File: config.mk
export PLATFORM = sky130hd
export DESIGN_NAME = ecc_enc_pipe
export DESIGN_NICKNAME = d
export VERILOG_FILES = /design/src/rtl/ecc_pkg.sv /design/src/rtl/ecc_enc_core.sv /design/src/rtl/ecc_enc_pipe.sv
export SDC_FILE = /design/constraint.sdc
export NUM_CORES = 1
export LEC_CHECK = 0
export CELL_PAD_IN_SITES_DETAIL_PLACEMENT = 0
export CELL_PAD_IN_SITES_GLOBAL_PLACEMENT = 1
export CORE_MARGIN = 5
export CORE_UTILIZATION = 30
export DETAILED_ROUTE_END_ITERATION = 10
export PLACE_DENSITY_LB_ADDON = 0.25
export SYNTH_ARGS = -nofsm -noshare
export SYNTH_HDL_FRONTEND = slang
export SYNTH_SLANG_ARGS = --single-unit
export TNS_END_PERCENT = 50
File: constraint.sdc
create_clock -name clk_i -period 2.4 [get_ports clk_i]
set_clock_uncertainty 0.15 [all_clocks]
set_input_delay 0.24 -clock clk_i [delete_from_list [all_inputs] [get_ports clk_i]]
set_output_delay 0.24 -clock clk_i [all_outputs]
set_load 0.1 [all_outputs]
File: src/rtl/ecc_pkg.sv
// ecc_pkg: Hamming SEC-DED helpers shared by the encoder and decoder.
// Holds check-bit sizing and the info-bit to codeword-position mapping.
package ecc_pkg;

    // smallest m with 2^m >= m + k + 1
    function automatic int calculate_m(input int k);
        int m;
        m = 1;
        for (int i = 0; i < 30; i++) begin
            if ((1 << m) < m + k + 1) m = m + 1;
        end
        return m;
    endfunction

    function automatic bit is_pow2(input int p);
        return (p > 0) && ((p & (p - 1)) == 0);
    endfunction

    // codeword position (1-based) of info bit idx: the idx-th
    // non-power-of-2 position counting from 3
    function automatic int info_pos(input int idx);
        int cnt;
        int pos;
        cnt = 0;
        pos = 0;
        for (int p = 1; p <= 2 * idx + 4; p++) begin
            if (!is_pow2(p)) begin
                if (cnt == idx && pos == 0) pos = p;
                cnt = cnt + 1;
            end
        end
        return pos;
    endfunction

endpackage

File: src/rtl/ecc_enc_core.sv
// ecc_enc_core: combinational K -> N+1 extended Hamming encoder.
// Ports: d_i info word; q_o codeword with overall parity at LSB or MSB.
module ecc_enc_core
    import ecc_pkg::*;
#(
    parameter int K      = 8,
    parameter int P0_LSB = 1,
    parameter int N      = calculate_m(K) + K
) (
    input  logic [K-1:0] d_i,
    output logic [N:0]   q_o
);

    logic [N:1] dv;
    logic [N:1] cw;
    logic       p0;

    // positions covered by the check bit at power-of-2 position p
    function automatic logic [N:1] cover_mask(input int p);
        logic [N:1] m;
        m = '0;
        for (int q = N; q >= 1; q--) begin
            m = {m[N-1:1], ((q & p) != 0) && (q != p)};
        end
        return m;
    endfunction

    for (genvar i = 0; i < K; i++) begin : g_dat
        assign dv[info_pos(i)] = d_i[i];
    end

    for (genvar p = 1; p <= N; p++) begin : g_pos
        if (is_pow2(p)) begin : g_chk
            assign dv[p] = 1'b0;
            assign cw[p] = ^(dv & cover_mask(p));
        end else begin : g_inf
            assign cw[p] = dv[p];
        end
    end

    assign p0 = ^cw;

    if (P0_LSB != 0) begin : g_lsb
        assign q_o = {cw, p0};
    end else begin : g_msb
        assign q_o = {p0, cw};
    end

endmodule

File: src/rtl/ecc_enc_pipe.sv
// ecc_enc_pipe: two-stage valid/ready SEC-DED encoder with error injection
// and a saturating output-word counter.
// Ports: clk_i/rst_ni; d_i/d_valid_i/d_ready_o in; inj_* injection controls;
// q_o/q_valid_o/q_ready_i out; clr_cnt_i/cnt_o transfer counter.
module ecc_enc_pipe
    import ecc_pkg::*;
#(
    parameter int K      = 8,
    parameter int P0_LSB = 1,
    parameter int N      = calculate_m(K) + K,
    parameter int PW     = $clog2(N + 1)
) (
    input  logic          clk_i,
    input  logic          rst_ni,
    input  logic [K-1:0]  d_i,
    input  logic          d_valid_i,
    output logic          d_ready_o,
    input  logic          inj_en_i,
    input  logic          inj_dbl_i,
    input  logic [PW-1:0] inj_pos0_i,
    input  logic [PW-1:0] inj_pos1_i,
    output logic [N:0]    q_o,
    output logic          q_valid_o,
    input  logic          q_ready_i,
    input  logic          clr_cnt_i,
    output logic [15:0]   cnt_o
);

    localparam logic [PW-1:0] NPOS = PW'(N);

    logic          a_v_q, a_v_d;
    logic [K-1:0]  a_d_q, a_d_d;
    logic          a_en_q, a_en_d;
    logic          a_dbl_q, a_dbl_d;
    logic [PW-1:0] a_p0_q, a_p0_d;
    logic [PW-1:0] a_p1_q, a_p1_d;
    logic          b_v_q, b_v_d;
    logic [N:0]    b_q_q, b_q_d;
    logic [15:0]   cnt_q, cnt_d;

    logic       a_ld;
    logic       b_ld;
    logic       o_hs;
    logic [N:0] enc;
    logic [N:0] flip;

    assign d_ready_o = !a_v_q || !b_v_q || q_ready_i;
    assign a_ld      = d_valid_i && d_ready_o;
    assign b_ld      = a_v_q && (!b_v_q || q_ready_i);
    assign o_hs      = b_v_q && q_ready_i;

    ecc_enc_core #(
        .K      (K),
        .P0_LSB (P0_LSB),
        .N      (N)
    ) u_core (
        .d_i (a_d_q),
        .q_o (enc)
    );

    // equal positions set the same bit, giving a single flip
    always_comb begin
        flip = '0;
        if (a_en_q) begin
            if (a_p0_q <= NPOS) flip[a_p0_q] = 1'b1;
            if (a_dbl_q && a_p1_q <= NPOS) flip[a_p1_q] = 1'b1;
        end
    end

    always_comb begin
        a_v_d   = a_v_q;
        a_d_d   = a_d_q;
        a_en_d  = a_en_q;
        a_dbl_d = a_dbl_q;
        a_p0_d  = a_p0_q;
        a_p1_d  = a_p1_q;
        b_v_d   = b_v_q;
        b_q_d   = b_q_q;
        cnt_d   = cnt_q;
        if (a_ld) begin
            a_v_d   = 1'b1;
            a_d_d   = d_i;
            a_en_d  = inj_en_i;
            a_dbl_d = inj_dbl_i;
            a_p0_d  = inj_pos0_i;
            a_p1_d  = inj_pos1_i;
        end else if (b_ld) begin
            a_v_d = 1'b0;
        end
        if (b_ld) begin
            b_v_d = 1'b1;
            b_q_d = enc ^ flip;
        end else if (o_hs) begin
            b_v_d = 1'b0;
        end
        if (clr_cnt_i) begin
            cnt_d = '0;
        end else if (o_hs && cnt_q != 16'hFFFF) begin
            cnt_d = cnt_q + 16'd1;
        end
    end

    always_ff @(posedge clk_i or negedge rst_ni) begin
        if (!rst_ni) begin
            a_v_q   <= 1'b0;
            a_d_q   <= '0;
            a_en_q  <= 1'b0;
            a_dbl_q <= 1'b0;
            a_p0_q  <= '0;
            a_p1_q  <= '0;
            b_v_q   <= 1'b0;
            b_q_q   <= '0;
            cnt_q   <= '0;
        end else begin
            a_v_q   <= a_v_d;
            a_d_q   <= a_d_d;
            a_en_q  <= a_en_d;
            a_dbl_q <= a_dbl_d;
            a_p0_q  <= a_p0_d;
            a_p1_q  <= a_p1_d;
            b_v_q   <= b_v_d;
            b_q_q   <= b_q_d;
            cnt_q   <= cnt_d;
        end
    end

    assign q_o       = b_q_q;
    assign q_valid_o = b_v_q;
    assign cnt_o     = cnt_q;

endmodule

# [Word-level counts from Yosys, hierarchy flattened]
# Cells that the tools add are included.
[op_classes] add_sub_neg=1 n_mul=0 n_div=0 order_cmp=6 n_eq_ne=1 n_shift=0 n_mux=14 bitwise=2 n_reduce_logical=20
[ops] op="$reduce_xor A12 Y1" n=5
[ops] op="$mux W13" n=4
[ops] op="$mux W16" n=2
[ops] op="$add A16 B1 Y16 const B" n=1
[ops] op="$ne A16 B16 Y1 const B" n=1
[ops] op="$or A13 B13 Y13" n=1
[ops] op="$xor A13 B13 Y13" n=1
[ops] op="$lt A4 B5 Y1 const B" n=2
[ops] op="$demux W1 S4" n=2
[ops] op="$ge A4 B1 Y1 const B" n=2
[ops] op="$le A4 B4 Y1 const B" n=2
[ops] op="$logic_and A1 B1 Y1" n=7
[ops] op="$mux W1" n=6
[ops] op="$reduce_bool A2 Y1" n=3
[ops] op="$logic_or A1 B1 Y1" n=3
[ops] op="$logic_not A1 Y1" n=2
[totals] register_bits=49 latchBits=0 mem_bits_rw=0 mem_bits_ro=0 in_bits=23 output_inout_bits=31 word_cells=53 mem_count=0

# [Depth between registers and ports, before layout]
[depth] ltp_word=10 depth_mapped=6 ltp_nobuf=6

# [Cells and area by module]
# Synthesis repeated with hierarchy kept, for this count alone.
[hier_totals] cells_unflattened=257 hier_area_um2=2712.6
[by_module_without_submodules] mod="ecc_enc_pipe" n_inst=1 cells_per_inst=235 area_per_inst_um2=2479.9 seq_area_each_um2=1226.2
[by_module_without_submodules] mod="ecc_enc_core" n_inst=1 cells_per_inst=22 area_per_inst_um2=232.7 seq_area_each_um2=0.0

# [Worst setup path before layout]
# OpenSTA, ideal clock, no wires.
[synth_timing] path_type="flip-flop to flip-flop" startpoint="register b_v_q, in the netlist q_valid_o" endpoint="register a_d_q[0]" setup_ns=0.125 t_arrival_ns=3.208 required_ns=2.125 setup_slack_ns=-1.082 path_stages_with_launch=5 path_buffers=1 synth_period_minus_slack_ns=3.482 cell_sequence="dfrtp_1 nand3b_1 nand2_1 buf_2 mux2_2"
[synth_via] elab_chain_cells=4
[synth_rtl] item="from (decl)" line_no="ecc_enc_pipe.sv:37" source="logic b_v_q, b_v_d;"
[synth_rtl] item="from (signal assigned)" line_no="ecc_enc_pipe.sv:121" source="b_v_q <= b_v_d;"
[synth_rtl] item="$logic_not A1 Y1" line_no="ecc_enc_pipe.sv:47" source="assign d_ready_o = !a_v_q || !b_v_q || q_ready_i;"
[synth_rtl] item="$logic_or A1 B1 Y1 (2 in series)" line_no="ecc_enc_pipe.sv:47"
[synth_rtl] item="net d_ready_o" line_no="ecc_enc_pipe.sv:17" source="output logic d_ready_o,"
[synth_rtl] item="$logic_and A1 B1 Y1" line_no="ecc_enc_pipe.sv:48" source="assign a_ld = d_valid_i && d_ready_o;"
[synth_rtl] item="to (signal assigned)" line_no="ecc_enc_pipe.sv:106" source="a_d_q <= '0;"
[synth_rtl] item="to (signal assigned)" line_no="ecc_enc_pipe.sv:116" source="a_d_q <= a_d_d;"
[synth_rtl] item="to (decl)" line_no="ecc_enc_pipe.sv:32" source="logic [K-1:0] a_d_q, a_d_d;"
# The timed path passes the listed nets, and every way through them passes these cells.
# A chain may end at the register's enable or synchronous reset.

# [Final worst setup path]
[layout_timing] startpoint="register cnt_q[3], in the netlist cnt_o[3]" endpoint="register cnt_q[15], in the netlist cnt_o[15]"
[layout_via] elab_chain_cells=3 word_cells_on_any_way=6 classes_between="1 x add/sub; 1 x eq/ne; 2 x mux; 2 x reduce/logical"
[layout_rtl] item="from (decl)" line_no="ecc_enc_pipe.sv:39" source="logic [15:0] cnt_q, cnt_d;"
[layout_rtl] item="from (signal assigned)" line_no="ecc_enc_pipe.sv:123" source="cnt_q <= cnt_d;"
[layout_rtl] item="$add A16 B1 Y16 or $ne A16 B16 Y1 (tied branches)" line_no="ecc_enc_pipe.sv:99, ecc_enc_pipe.sv:98"
[layout_rtl] item="$mux W16 or $logic_and A1 B1 Y1 (tied branches)" line_no="ecc_enc_pipe.sv:98" source="end else if (o_hs && cnt_q != 16'hFFFF) begin"
[layout_rtl] item="$mux W16 or $reduce_bool A2 Y1 (tied branches)"
# Parallel ways exist; a longest one is shown, timed or not. The select of a mux whose other input is x is not followed.

==> out/qor.yml <==
cells_and_area:
  fin_cells: 413
  postLayoutCoreUtil_pct: 40.3
  antenna_cells: 0
  fillCellCount: 813
  layout.nets: 331
  layout-drive-gt1-share_pct: 23.1
  syn_to_final_growth_pct: 29.6
  fin_area_sq_mm: 0.00335
sta:
  drv_slew: 0
  fmax_ghz: 0.521
  worst_pin_slew_ns: 0.653
  finalHoldViolCount: 0
  report.final.setup_viol: 0
  fin_setup_tns_ns: 0
  hold_ws_ns: 0.319
  slew_headroom_pct: 56.3
  layout_setup_ws_ns: 0.481
  grt_setup_unrepaired: "false"
  fin_crit_sh_pct: 80.0
  period_minus_slack_ns: 1.92
clock_network:
  insertion_delay_ns: 0.30
  cts_tree: "built"
  postCtsResizedCells: 0
  clockRootBuffer: "clkbuf_8"
  numCtsBuffers: 5
  cts_hold_buf: 1
  cts_buffer_depth: 2
  clock_sinks: 49
  htreeDepth: 2
  post_cts_buffers: 0
  clkTransAtPathRegs_ns: 0.09
worst_setup_path:
  rr_startpoint: "cnt_o[3]"
  worstPathRequired_ns: 2.47
  slowest_stage: "dfrtp_1"
  slowest_delay_ns: 0.53
  crit_chain: "nand4_4 > nor3_4 > nand4b_2 > or3_1 > a21oi_1"
  cp-end-kind: "register"
  worstSetupStartpointType: "register"
  crit_type: "register to register"
  reg2reg_depth: 5
  worstReg2RegEnd: "cnt_o[15]"
  r2r_slack_ns: 0.48
  path_max_fanout: 8
  worstPathArrival_ns: 1.99
die:
  dieHeight_microns: 103
  core.rowCount: 33
  fp.dieW_microns: 103
  coreArea_sq_mm: 0.00830
  start_util_pct: 31.1
  pin_count: 54
  die_area_sq_mm: 0.0106
yosys:
  synthesis.nets: 274
  synth_area_leaders: "dfrtp_1 (47%), mux2_2 (8.3%), xnor2_1 (7.1%)"
  yosys_warnings: 0
  synth_enable_flop_cells: 0
  synth_top_area_share_pct: 47.5
  synth.most_common_cell: "dfrtp_1"
  async_flop_share_pct: 100
  ys_types: 37
  synthCells: 250
  syn_area_per_cell_sq_um: 10.3
  seq_area_frac_synth_pct: 47.5
  netlist_area_sq_mm: 0.00258
  ys_ff_latch: 49
  synth_common_cells: "dfrtp_1 (49), nand2_1 (34), xnor2_1 (21)"
  yosys.area.top_type: "dfrtp_1"
  ys.flop_type: "dfrtp_1"
grt:
  grt_max_degree: 27
  grt_pass1_wl_mm: 9.73
  top_usage_layer: "met2"
  use_met3_pct: 3.59
  first_global_vias: 1952
  grtUsageTotal_pct: 11.8
  use_met1_pct: 16.8
  grt_use_met2_pct: 17.4
  grt-ovfl-total: 0
  antenna_found_initial: 0
power_and_ir_drop:
  cellPowerDensity_mw_per_mm2: 887
  p_leak_nw: 1.41
  ir_drop_v: 0.000360
  p_total_mw: 2.97
detailed_routing:
  routed_wl_mm: 5.94
  ant_nets: 0
  drc: 0
  vias_per_cell: 4.75
  drtIter0Drc: 30
  first_pass_iters: 4
  vias: 1961
  post_drt_wl_per_cell_microns: 14.4
hold_path:
  hold_path_class: "input pin to asynchronous set/reset pin"
run:
  maxCapViolations: 0
placement:
  place_inst: 404
  dpl.hpwl_mm: 4.57
  placed_area_sq_mm: 0.00323
  gp_congestion: 0.787
  io_buffers: 53
  dpl_worst_slack_ns: 0.185
outcome:
  status: "finished clean"
## critical path, delay by kind of cell, from the launching register on
family	cells	cell delay, ns
simple gates	4	1.00
flops	1	0.53
compound gates	1	0.14
## worst max path at each step
stage | cells after the start | to | startpoint
after global placement | 6 | cnt_o[15] | q_ready_i
after global routing | 5 | cnt_o[15] | cnt_o[3]
after CTS | 5 | cnt_o[15] | cnt_o[3]
after floorplan | 4 | a_d_q[0] | q_valid_o
after detailed placement | 6 | cnt_o[15] | q_ready_i
final | 5 | cnt_o[15] | cnt_o[3]
## sequential cells by signal, summed over array words and instances (netlist names), 4 cells and up
register and cells:
a_p1_q 4, a_d_q 8, a_p0_q 4, q_o 13, cnt_o 16
## layout by cell type, fill, tap and decap left out, types with 5 or more instances in the layout
cell type	instances
nand4_1	5
mux2_4	10
nand2_1	33
clkdlybuf4s50_1	21
o32ai_1	6
dfrtp_1	48
xnor2_1	21
nand2b_1	9
nand3_1	7
buf_4	32
o22ai_1	6
mux2_2	9
xor2_1	18
clkbuf_8	5
o21ai_0	17
nor2_1	15
## cell type report
class,count,area [sq um],area share (%)
Tap cell,105,131,3.93
Clock buffer,6,72.6,2.17
Inverter,2,7.51,0.224
Sequential cell,49,1230,36.7
Multi-Input combinational cell,192,1370,40.8
Timing Repair Buffer,57,505,15.1
Clock inverter,2,35.0,1.05
## power by group
part / leakage [nW] / total (mW) / switching [mW] / internal, mW
sequential: 0.612 / 1.08 / 0.131 / 0.953
clock: 0.0552 / 0.581 / 0.272 / 0.310
combinational: 0.744 / 1.30 / 0.896 / 0.405
total: 1.41 / 2.97 / 1.30 / 1.67
## layer usage
metal / routed length, microns / vias up
met2: 2610 / 35
met5: 0 / -
met4: 60 / 0
li1: - / 989
met1: 3000 / 931
met3: 269 / 6
## cell families after synthesis
logic type               share of synthesized area [%]
buffers and inverters                             1.40
multiplexers                                      8.67
adder cells (fa/ha/maj)                          0.484
XOR/XNOR                                          13.9
flip-flops                                        47.5
AND/OR/NAND/NOR                                   19.4
AO/OA/AOI/OAI                                     8.72
(Power assumes the default switching activity.)
